--- src/rtl/rf_wb_arbiter.sv ---
// Round-robin arbiter sharing the register file write port between the ALU and LSU
// writeback paths, with a pending-write scoreboard for RAW hazard detection.
module rf_wb_arbiter #(
  parameter int XLEN = 32,
  parameter int NREG = 32,
  parameter int AW   = 5
) (
  input  logic            clk,
  input  logic            rst,
  input  logic            req0_valid,
  input  logic [AW-1:0]   req0_rd,
  input  logic [XLEN-1:0] req0_data,
  output logic            req0_ready,
  input  logic            req1_valid,
  input  logic [AW-1:0]   req1_rd,
  input  logic [XLEN-1:0] req1_data,
  output logic            req1_ready,
  input  logic            iss_valid,
  input  logic [AW-1:0]   iss_rd,
  input  logic [AW-1:0]   chk_rs1,
  input  logic [AW-1:0]   chk_rs2,
  output logic            hazard,
  output logic [NREG-1:0] busy,
  output logic            rf_we,
  output logic [AW-1:0]   rf_rd,
  output logic [XLEN-1:0] rf_wd
);

  typedef enum logic {PRI_REQ0, PRI_REQ1} pri_t;

  pri_t            pri, pri_next;
  logic            grant0, grant1, xfer;
  logic [AW-1:0]   win_rd;
  logic [XLEN-1:0] win_data;
  logic [NREG-1:0] busy_q, busy_next;

  always_ff @(posedge clk or posedge rst) begin
    if (rst) pri <= PRI_REQ0;
    else     pri <= pri_next;
  end

  // The pointer only contests a tie; a lone requester is granted immediately.
  always_comb begin
    grant0   = 1'b0;
    grant1   = 1'b0;
    pri_next = pri;
    if (req0_valid && req1_valid) begin
      if (pri == PRI_REQ0) grant0 = 1'b1;
      else                 grant1 = 1'b1;
    end else begin
      grant0 = req0_valid;
      grant1 = req1_valid;
    end
    if (grant0)      pri_next = PRI_REQ1;
    else if (grant1) pri_next = PRI_REQ0;
  end

  assign req0_ready = grant0;
  assign req1_ready = grant1;
  assign xfer       = grant0 | grant1;
  assign win_rd     = grant1 ? req1_rd   : req0_rd;
  assign win_data   = grant1 ? req1_data : req0_data;

  always_ff @(posedge clk or posedge rst) begin
    if (rst) begin
      rf_we <= 1'b0;
      rf_rd <= '0;
      rf_wd <= '0;
    end else begin
      rf_we <= xfer && (win_rd != '0);
      if (xfer) begin
        rf_rd <= win_rd;
        rf_wd <= win_data;
      end
    end
  end

  // Set is applied after clear so a fresh issue outranks a retiring write.
  always_comb begin
    busy_next = busy_q;
    for (int r = 1; r < NREG; r++) begin
      if (rf_we && (rf_rd == AW'(r)))       busy_next[r] = 1'b0;
      if (iss_valid && (iss_rd == AW'(r)))  busy_next[r] = 1'b1;
    end
    busy_next[0] = 1'b0;
  end

  always_ff @(posedge clk or posedge rst) begin
    if (rst) busy_q <= '0;
    else     busy_q <= busy_next;
  end

  assign busy   = busy_q;
  assign hazard = busy_q[chk_rs1] | busy_q[chk_rs2];

endmodule

--- config.mk ---
export PLATFORM = sky130hd
export DESIGN_NAME = rf_wb_arbiter
export DESIGN_NICKNAME = d
export VERILOG_FILES = /design/src/rtl/rf_wb_arbiter.sv
export SDC_FILE = /design/constraint.sdc
export NUM_CORES = 1
export LEC_CHECK = 0
export ABC_AREA = 1
export BUFFER_PORTS_ARGS = -buffer_cell sky130_fd_sc_hd__buf_4
export CAP_MARGIN = 25
export CELL_PAD_IN_SITES_DETAIL_PLACEMENT = 0
export CELL_PAD_IN_SITES_GLOBAL_PLACEMENT = 1
export CORE_MARGIN = 2
export CORE_UTILIZATION = 35
export CTS_BUF_LIST = sky130_fd_sc_hd__clkbuf_2 sky130_fd_sc_hd__clkbuf_4 sky130_fd_sc_hd__clkbuf_8
export DETAILED_ROUTE_END_ITERATION = 7
export HOLD_SLACK_MARGIN = 0.15
export PLACE_DENSITY_LB_ADDON = 0.05
export SETUP_SLACK_MARGIN = 0.5
export SLEW_MARGIN = 40
export SYNTH_ARGS = -nofsm -noshare
export SYNTH_HDL_FRONTEND = slang
export SYNTH_SLANG_ARGS = --single-unit
--- constraint.sdc ---
create_clock -name clk -period 3.3 [get_ports clk]
set_input_delay 0.66 -clock clk [delete_from_list [all_inputs] [get_ports clk]]
set_output_delay 0.66 -clock clk [all_outputs]
set_load 0.02 [all_outputs]
==> run summary, run 1 <==
The flow ran to the end, and the final reports show no timing, DRC or antenna violations. Of all nets on the critical path, the largest fanout is 18. The cell with the biggest individual delay on the critical path was sky130_fd_sc_hd__or2_2.

For the full die area, the log shows 0.01208 mm^2. Once layout is done, the placed cells without fillers occupy 0.005415 mm^2. The portion of the post-synthesis area used by sequential elements was 0.4460.

Leaving out fill and tap cells, the most frequent cell in the layout is sky130_fd_sc_hd__nand2_1. The number of antenna repair diodes came out at 0. The count of input and output buffers is 165. Biggest area consumer among synthesized cells: sky130_fd_sc_hd__dfrtp_1. The area of the mapped netlist is 0.003928 mm^2, and the average wire length per cell after detail routing is 15.57 um. Clock-pin slew was measured on the worst setup and hold paths at 0.07 ns. Together, buffers and inverters on the worst path number 3. The detailed-router iteration count before antenna repair is 4, and the number of pins with negative max-slew slack in the final report is 0. The peak supply drop was 262.8 uV. The final-report hold violation count was 0; the number of buffers added for setup after CTS was 0. Entering global routing, the biggest net connects 39 pins. Setup violations remaining at the end of the flow were counted as 0. The vertical die dimension was 109.9 um.

After detailed placement, the total cell area comes to 0.005226 mm^2. In this run the horizontal extent of the chip is 109.9 um. Timing analysis after detailed placement gives a worst setup slack of 0.6328 ns. Leaving out fill and tap cells, the most frequent cells in the layout are sky130_fd_sc_hd__nand2_1 (228), sky130_fd_sc_hd__buf_4 (169), sky130_fd_sc_hd__dfrtp_1 (70), sky130_fd_sc_hd__nand3_1 (53), sky130_fd_sc_hd__inv_1 (46). Across the run, the number of max-cap violations was 0. The ratio of routed vias to standard cells works out to 4.942. The cell chosen for the clock root was sky130_fd_sc_hd__clkbuf_8. Yosys attributes the largest share of cell area to sky130_fd_sc_hd__dfrtp_1 (45%), sky130_fd_sc_hd__nand2_1 (22%), sky130_fd_sc_hd__a32oi_1 (7.1%). After clock tree synthesis, the flow added hold-fix buffers numbering 0. Synthesis inferred 70 register bits. The worst setup path is launched from a primary input. The region available for standard cell placement spans 0.01089 mm^2. The initial core utilization is 0.3607. By startpoint and endpoint, the worst setup path is classified as in -> out. The tools report the overall routing resource usage as 0.2230. The area fraction of the dominant cell type after synthesis is 0.4460, and the number of rows in the core area is 38. Final worst setup slack: 0.6310 ns. Post-detailed-routing wire length: 13130 um.

The summed negative setup slack over all endpoints is 0 ns, and the number of nets in the synthesized netlist is 641. Broken down by cell family, the worst path's largest delay share belongs to simple AND/OR/NAND/NOR gates. At the pin with the least slew margin, the transition time is 0.6820 ns. In this run, post-CTS repair resized a total of 0 instances. At the worst endpoint, the required time is 2.64 ns. The final worst-path cycle share is 0.8088.

Utilization after layout: 0.4974. The number of global-route vias before repair came out at 4124. The normalized max-slew margin is 0.5448. Setup repair after global routing left no endpoint under its margin. The detailed router finished its first iteration with 215 violations. The count of boundary I/O pins was 167.

The areal power density over the cells was 634.2 mW/mm^2; the number of unique standard cell types used by synthesis was 23. The tools report the maximum level of the CTS H-tree as 3. Initial antenna violation count: 0. The detailed router placed 4166 vias in this run. For the post-synthesis cell count, the log shows 547.

In this run the deepest clock path goes through 2 buffers. The analysis attributes to cell leakage a power of 0.002834 uW. The shortest clock period the worst path allows after layout came out at 2.669 ns.

At the later pin of the worst-skew pair, clock insertion delay measures 0.35 ns. Type of destination of the critical path: a primary output. Clock tree synthesis found a total of 70 sinks. The highest cell delay on the worst timing path came out at 0.34 ns.

For the worst-case clock skew, the log shows 0.01339 ns. Traced cell by cell, the critical path runs through buf_4, inv_1, or2_2, nand2_1, nand3_1, nand3_1, nand3_1, nand2_1, nand2_1, buf_4. The tools report the number of warnings printed during yosys synthesis as 0. Global routing finished with a remaining overflow of 0. The data arrival time of the critical path came out at 2.01 ns.

After synthesis, the mean cell area works out to 7.180 um^2. After detailed routing, the number of remaining DRC violations is 0. Relative to the synthesized area, the layout overhead comes to 37.88%.

The fraction of final layout cells with drive strength greater than 1 is 0.2760. Summed over all nets, the half-perimeter wirelength after detailed placement is 10000 um. Buffers inserted during clock tree synthesis total 9. The worst hold path belongs to the class in -> async. At the end of the flow, the number of nets in the layout was 793. TritonCTS built the clock tree. For the final weighted congestion in routability-driven placement, the log shows 0.9189. The count of nets left with antenna violations once routing finished came out at 0. For the achievable clock frequency, the log shows 0.3747 GHz. The first global-routing pass estimated 20550 um of wire.
kinds of logic (layout without fill, tap and decap cells):
| logic type | count (synthesis) | after routing | synth area share |
|---|---|---|---|
| buffers and inverters | 79 | 235 | 0.09112 |
| AO/OA/AOI/OAI | 75 | 75 | 0.1328 |
| AND/OR/NAND/NOR | 322 | 322 | 0.3291 |
| flip-flops | 70 | 70 | 0.4460 |
| other | 1 | 1 | 0.0009548 |
power breakdown:
part / switching [uW] / total (uW) / internal [uW]
clock: 324 / 685 / 361
sequential: 293 / 1380 / 1090
combinational: 805 / 1370 / 564
total: 1420 / 3430 / 2010
flip-flops by register name (all words and copies together) (netlist names):
name and cells:
busy 31, pri 1, rf_wd 32, rf_we 1, rf_rd 5
per-stage QoR:
step                      total power [uW]  std cells  hold WS [ns]
final                                 3434        843        0.3971
after floorplan                       2060        547        0.5655
after detailed placement              2777        828        0.4668
after global routing                  3665        843        0.4476
after global placement                2752        828        0.4602
after CTS                             3461        843        0.4854
layer usage:
metal,track usage,wire length [um],vias up
met5,0,0,-
met4,0.1031,470,0
met3,0.05394,829,27
met2,0.3624,6225,145
met1,0.2787,5604,1919
li1,-,-,2075
synth_stat cells, drive strengths merged:
cell / n
inv: 50
o21ai: 41
clkbuf: 7
buf: 22
conb: 1
o211ai: 1
a32oi: 32
a32o: 1
nand4: 1
nor2: 34
nand2: 228
or2: 6
dfrtp: 70
nand3: 53
layout make-up:
cell class,count,area (um^2)
clock buffers,11,138.9
clock inverters,4,48.80
fillers,1114,5473
inverters,50,191.4
multi-input cells,398,1821
flip-flops and latches,70,1752
well taps,140,175.2
repair buffers,170,1289
path summary, 6_finish.rpt:
path	startpoint	to	slack, ns	cells after the start
setup / recovery	chk_rs1[0]	hazard	0.63	10
hold / removal	rst	rf_wd[13]	0.40	2
setup reg to reg	pri	rf_we	1.77	7
hold reg to reg	rf_wd[31]	rf_wd[31]	0.48	2
max in group asynchronous	rst	rf_wd[4]	2.19	3
min in group clk	rf_wd[31]	rf_wd[31]	0.48	2
No activity file was read; power rests on OpenSTA's default activity.
==> inputs of run 2 (changes only) <==
Settings changed: ABC_AREA 1 to 0, CORE_UTILIZATION 35 to 31.
Clock period 3.3 ns to 2.4 ns, I/O delays scaled along.
==> run summary, run 2 <==
Count of input and output buffers: 165. For the pin with the worst max-slew slack, the measured transition is 0.7094 ns. Number of rows in the core area: 38. Buffers inserted to repair hold after CTS numbered 0. The number of antenna diodes in the final layout is 0.

The run gives 71 as the largest net degree at the start of global routing. The cell sitting at the root of the clock tree is a sky130_fd_sc_hd__clkbuf_8. The detail route stage leaves a number of antenna-violating nets equal to 0. The clock sink total was 70; the internal power summed over all cells was 3252 uW. A synthesized cell averages 9.611 um^2. The run gives 0.3199 as the initial core utilization. The final number of setup-violating endpoints is 1.

The DRC violation count after routing is 0, and the flip-flop count of the largest register after layout is 32. The utilization after layout is 0.4794. The most used flip-flop cell after synthesis is sky130_fd_sc_hd__dfrtp_1. The later pin in the worst-skew pair is clocked with a latency of 0.35 ns. Of all nets on the critical path, the largest fanout is 3.

The flow ran to the end, but the final reports show violations. The checks that failed: setup timing. The number of nets handed over by synthesis was 458. The classification of the worst setup path was reg -> out. Across the VDD grid, the largest voltage drop is 459.1 uV. The die is 110.2 um wide. During synthesis, Yosys emitted a total of 0 warnings. The worst-case clock skew was 0.01053 ns; the sequential power share was 0.366. The fraction of power spent switching nets works out to 0.3646.

In this run the worst hold path is classified as in -> async. Detailed placement finished with a half-perimeter wire length of 8421 um. The power spent charging and discharging nets is 1866 uW, and the average wire length per cell after detail routing is 16.82 um. The final layout contains 637 nets.

The run gives 0.05938 as the met3 global-route usage. The longest clock path from root to sink contains 2 buffers. The clock share of power was 0.219; the global-route met2 utilization was 0.3133.

The tools report the overall routing resource usage as 0.1933. The top cell types in the final layout, fill and taps aside, are sky130_fd_sc_hd__buf_4 (188), sky130_fd_sc_hd__nor2_1 (79), sky130_fd_sc_hd__dfrtp_1 (70), sky130_fd_sc_hd__o21ai_0 (63), sky130_fd_sc_hd__o22ai_1 (38). Across the run, the number of max-cap violations was 0.

After the flow finishes, the layout carries non-filler instances totaling 688. Number of buffers created by CTS: 9. Based on the critical path, the design can be clocked at up to 0.4108 GHz. Wire length of the first global-routing pass: 17850 um.

The congestion estimate from routability-driven global placement came to 0.8139. For the worst setup path, the data required time is 1.92 ns. Setup repair after global routing could not meet its margin everywhere. The tools report the kind of start point of the critical path as a register. Most heavily used metal layer in global routing: met2.

The combinational share of power is 0.415. The tools report the initial antenna violation count as 0. The data arrival time of the critical path is 1.95 ns, and the area fraction of the dominant cell type after synthesis is 0.5007.

The portion of the post-synthesis area used by sequential elements came out at 0.5007. Among all cell types in the netlist, the one instantiated most often is sky130_fd_sc_hd__nor2_1. The die covers 0.01215 mm^2. The normalized max-slew margin was 0.5271; the shortest clock period the worst path allows after layout was 2.434 ns. The area of the core region came out at 0.01094 mm^2. After technology mapping, the gate count stands at 364. Counting flops and latches in the post-synthesis netlist gives 70. Number of global-route vias before repair: 3480. For the final routed database, the setup TNS stands at -0.03403 ns.

Violation count after the first detailed-routing iteration: 117. The biggest area consumer among synthesized cells is sky130_fd_sc_hd__dfrtp_1. The final-report hold violation count is 0, and the detailed-router iteration count before antenna repair is 5.

The post-placement cell count is 654. Leaving out fill and tap cells, the most frequent cell in the layout is sky130_fd_sc_hd__buf_4. For the routing usage on met1, the log shows 0.2508. Dividing total power by cell area gives a power density of 976.3 mW/mm^2. Summed over all layers, the global routing overflow is 0. With fillers left out, the area of the finished cells amounts to 0.005243 mm^2. Ranked by total cell area, the synthesized netlist is headed by sky130_fd_sc_hd__dfrtp_1 (50%), sky130_fd_sc_hd__o21ai_0 (9.0%), sky130_fd_sc_hd__nor2_1 (8.5%).

More flip-flops sit in one register than any other, and that register is rf_wd. The number of unique standard cell types used by synthesis was 31. The post-placement cell area is 0.004878 mm^2, and the number of pins with negative max-slew slack in the final report is 0. Relative to the synthesized area, the layout overhead comes to 49.86%. Yosys mapped a number of flops with a built-in enable equal to 0.

Detailed routing inserted a total of 3545 vias. The type of destination of the critical path is a primary output. In this run the static leakage power is 0.002341 uW. The vertical die dimension is 110.2 um. The final worst setup slack was -0.03403 ns; the count of boundary I/O pins was 167. Using the TritonRoute via totals, the vias-per-cell ratio works out to 5.153. The final worst-path cycle share was 1.014. After synthesis, the most frequently instantiated cells are sky130_fd_sc_hd__nor2_1 (79), sky130_fd_sc_hd__dfrtp_1 (70), sky130_fd_sc_hd__o21ai_0 (63).

After clock tree synthesis, the clock-pin slew on the worst setup and hold paths is 0.08 ns. TritonCTS built the clock tree. For the area of the mapped netlist, the log shows 0.003498 mm^2.

Wires add up to 11570 um. The fraction of final layout cells with drive strength greater than 1 works out to 0.4142. The async set-or-reset flop fraction in the synthesized netlist is 1.000. In this run the number of H-tree levels came out at 3.
==> run 2: final cells by class <==
| type | count | area, um^2 |
|---|---|---|
| Multi-Input combinational cell | 266 | 1618 |
| Inverter | 7 | 30.03 |
| Timing Repair Buffer | 189 | 1431 |
| Sequential cell | 70 | 1752 |
| Clock buffer | 12 | 158.9 |
| Fill cell | 1072 | 5693 |
| Clock inverter | 4 | 77.57 |
| Tap cell | 140 | 175.2 |
==> run 2: final timing paths <==
| kind | cells past startpoint | slack [ns] | startpoint | endpoint |
|---|---|---|---|---|
| min in group clk | 3 | 0.35 | req1_data[0] | rf_wd[0] |
| setup / recovery | 5 | -0.03 | busy[23] | hazard |
| hold reg to reg | 2 | 0.53 | rf_wd[17] | rf_wd[17] |
| max in group asynchronous | 3 | 1.85 | rst | rf_rd[0] |
| setup reg to reg | 4 | 1.02 | rf_rd[1] | busy[4] |
| hold / removal | 3 | 0.20 | rst | rf_wd[6] |
==> run 2: kinds of logic (layout without fill, tap and decap cells) <==
family / count (synthesis) / after routing / synth area share
and+or+nand+nor: 127 / 127 / 0.1617
buffers and inverters: 28 / 212 / 0.03469
DFF: 70 / 70 / 0.5007
muxes: 23 / 23 / 0.1184
other: 1 / 1 / 0.001072
AOI/OAI and AO/OA: 115 / 115 / 0.1835
==> run 2: power groups by stage <==
stage	Sequential [uW]	Clock (uW)	Combinational (uW)
final	1870	1120	2120
after floorplan	2160	0	668
after detailed placement	1910	0	1890
after global placement	1900	0	1870
after global routing	1920	1210	2300
after CTS	1870	1150	2000
==> run 2: metrics by stage <==
stage | total power [uW] | worst slack (ns) | hold slack [ns]
4_1_cts | 5023 | -0.06347 | 0.2345
5_1_grt | 5418 | -0.1309 | 0.2527
6_report | 5118 | -0.03403 | 0.2017
3_3_place_gp | 3772 | 0.05074 | 0.5009
3_5_place_dp | 3798 | 0.02882 | 0.5113
2_1_floorplan | 2833 | 0.1757 | 0.5207
==> run 2: metal layers <==
metal	part of all wire	up-vias	routed length, um
li1	-	1670	-
met1	0.43	1736	4967
met2	0.49	129	5614
met3	0.075	10	872
met4	0.010	0	119
met5	0	-	0
==> run 2: timing repair <==
action	in CTS	in global routing
gates cloned	0	0
setup buffers	7	11
gates resized for setup	1	3
pin swaps	0	2
endpoints found under the setup margin	1	1
==> run 2: critical path, cell delays in order, from the launching register on <==
cell,delay [ns]
sky130_fd_sc_hd__dfrtp_1,0.41
sky130_fd_sc_hd__mux4_2,0.48
sky130_fd_sc_hd__mux2_2,0.28
sky130_fd_sc_hd__a31oi_1,0.16
sky130_fd_sc_hd__o211ai_1,0.11
sky130_fd_sc_hd__buf_4,0.17
==> inputs of run 3 (changes only) <==
Settings changed: CELL_PAD_IN_SITES_DETAIL_PLACEMENT 0 to 1.
==> run summary, run 3 (synthesis results as in run 2) <==
Across the routed clock network, the largest skew measured is 0.01238 ns. The initial antenna violation count is 0, and the number of antenna repair diodes is 0. The final-report hold violation count was 0; the number of nets at the end of the flow was 630. The tools report the final worst setup slack as -0.03710 ns. The tools report the achievable clock frequency as 0.4103 GHz. The detail route stage leaves a number of antenna-violating nets equal to 0.

The number of global-route vias before repair was 3868. After detailed routing, the number of remaining DRC violations is 0. The library cells used most frequently in the layout, excluding fill and tap cells, are sky130_fd_sc_hd__buf_4 (181), sky130_fd_sc_hd__nor2_1 (79), sky130_fd_sc_hd__dfrtp_1 (70), sky130_fd_sc_hd__o21ai_0 (63), sky130_fd_sc_hd__o22ai_1 (38). Later-pin clock latency in the skew report: 0.35 ns.

The worst-margin pin slew was 0.7154 ns; the data arrival time of the critical path was 1.96 ns. The number of pins with negative max-slew slack in the final report was 0; the final number of setup-violating endpoints was 1. The detailed-router iteration count before antenna repair is 4, and the maximum clock path buffer count is 2. Hold repair after CTS inserted 0 buffers. The tool flagged a number of max-cap violations equal to 0. The areal power density over the cells came out at 943.9 mW/mm^2.

Along the worst path, the maximum fanout reaches 3. The fraction of final layout cells with drive strength greater than 1 works out to 0.4067. The analysis attributes to cell leakage a power of 0.002294 uW. The placed instances occupy a cell area of 0.004878 mm^2. The first routing iteration left 155 violations. The root buffer cell chosen for the clock tree is sky130_fd_sc_hd__clkbuf_8. In this run the tool buffered the top-level ports with 165 buffer cells. IR analysis of the VDD net gives a maximum drop of 539.5 uV. Row generation in the floorplan step produced 38 rows.

The worst hold path belongs to the class in -> async. In the routed layout, each cell is associated on average with a via count of 5.260. Summed over all layers, the global routing overflow is 0. The floorplan step defined a core boundary enclosing 0.01094 mm^2. The vertical die dimension was 110.2 um. The finished cells cover 0.005164 mm^2. The tools report the full die area as 0.01215 mm^2. The register with the most flip-flops in the final layout is rf_wd.

Subtracting the final worst setup slack from the clock period gives 2.437 ns. The first global-routing pass estimated 19400 um of wire. The worst slack at placement is 0.01379 ns, and the clock sink total is 70. Setup repair after global routing could not meet its margin everywhere. After filler insertion, the fill cell instance count of the layout stands at 1292.

Clock-pin slew was measured on the worst setup and hold paths at 0.08 ns. The run gives 9339 um as the HPWL after detailed placement. The final worst-path cycle share is 1.015, and the overall routing resource usage is 0.2105. The H-tree generated during clock tree synthesis spans 3 levels.

The horizontal die dimension came out at 110.2 um. The average wire length per cell after detail routing was 18.20 um. The tools report the final weighted congestion in routability-driven placement as 0.8139. TritonCTS built the clock tree.

Wires add up to 12390 um. Leaving out fill and tap cells, the most frequent cell in the layout is sky130_fd_sc_hd__buf_4. The worst setup path is captured at a primary output. In this run, CTS created clock tree buffers numbering 9. The count of boundary I/O pins came out at 167. The final reports fail on setup timing. The routed layout has 3582 vias.

The normalized max-slew margin is 0.5230, and the initial core utilization is 0.3199. The run finished, with violations left. From synthesis to final layout, the design area changed by 47.60%.

The critical path data required time is 1.92 ns. The flip-flop count of the largest register after layout is 32, and the total power of the final layout is 4874 uW. Classification of the worst setup path: reg -> out. The kind of start point of the critical path was a register. Entering global routing, the biggest net connects 71 pins.
## run 3: cell count changes in the layout (fill, tap and decap cells not counted), sizes merged
cell      delta
buf          -7
clkinvlp     +1
bufinv       -2
clkinv       +1
## run 3: worst paths after layout
check / cells after the start / startpoint / slack [ns] / to
setup / recovery: 5 / busy[23] / -0.04 / hazard
hold / removal: 3 / rst / 0.24 / rf_wd[6]
setup reg to reg: 4 / rf_rd[0] / 0.99 / busy[4]
hold reg to reg: 2 / rf_wd[26] / 0.53 / rf_wd[26]
max in group asynchronous: 3 / rst / 1.87 / busy[16]
min in group clk: 3 / req1_data[17] / 0.36 / rf_wd[17]
## run 3: cell type report
type                    instances  area (um^2)  share of cell area
clock buffers                  12        158.9             0.03077
clock inverters                 4        30.03            0.005815
inverters                       7        30.03            0.005815
multi-input cells             266         1639              0.3174
flip-flops and latches         70         1752              0.3392
well taps                     140        175.2             0.03392
repair buffers                182         1379              0.2670
## run 3: where the power goes
part | leakage [uW] | switching [uW] | total (uW) | internal [uW]
Clock | 0.0000964 | 466 | 914 | 447
Combinational | 0.00142 | 1060 | 2090 | 1030
Sequential | 0.000780 | 365 | 1870 | 1510
## run 3: metal layers
layer / vias to the layer above / share of wire / track usage
li1: 1654 / - / -
met1: 1792 / 0.41 / 0.2532
met2: 121 / 0.50 / 0.3628
met3: 15 / 0.079 / 0.06643
met4: 0 / 0.013 / 0.05893
met5: - / 0 / 0
## run 3: repair_timing
| action | in CTS | in global routing |
|---|---|---|
| pin swaps | 0 | 2 |
| endpoints found under the setup margin | 1 | 1 |
| gates cloned | 0 | 0 |
| gates resized for setup | 2 | 4 |
| buffers inserted | 10 | 1 |
## run 3: worst max-delay path, stage by stage, from the launching register on
cell	delay, ns
sky130_fd_sc_hd__dfrtp_1	0.41
sky130_fd_sc_hd__mux4_2	0.47
sky130_fd_sc_hd__mux2_4	0.29
sky130_fd_sc_hd__a31oi_1	0.17
sky130_fd_sc_hd__o211ai_1	0.11
sky130_fd_sc_hd__buf_4	0.17
## run 3: stage by stage
stage | util | hold WS, ns | setup TNS (ns) | cells
floorplan | - | 0.5207 | 0 | 364
CTS | 0.4703 | 0.2426 | -0.05610 | 680
global placement | 0.4461 | 0.5009 | 0 | 654
global route | 0.4722 | 0.2583 | -0.1038 | 681
detailed placement | 0.4461 | 0.5162 | 0 | 654
finish | 0.4722 | 0.2364 | -0.03710 | 681
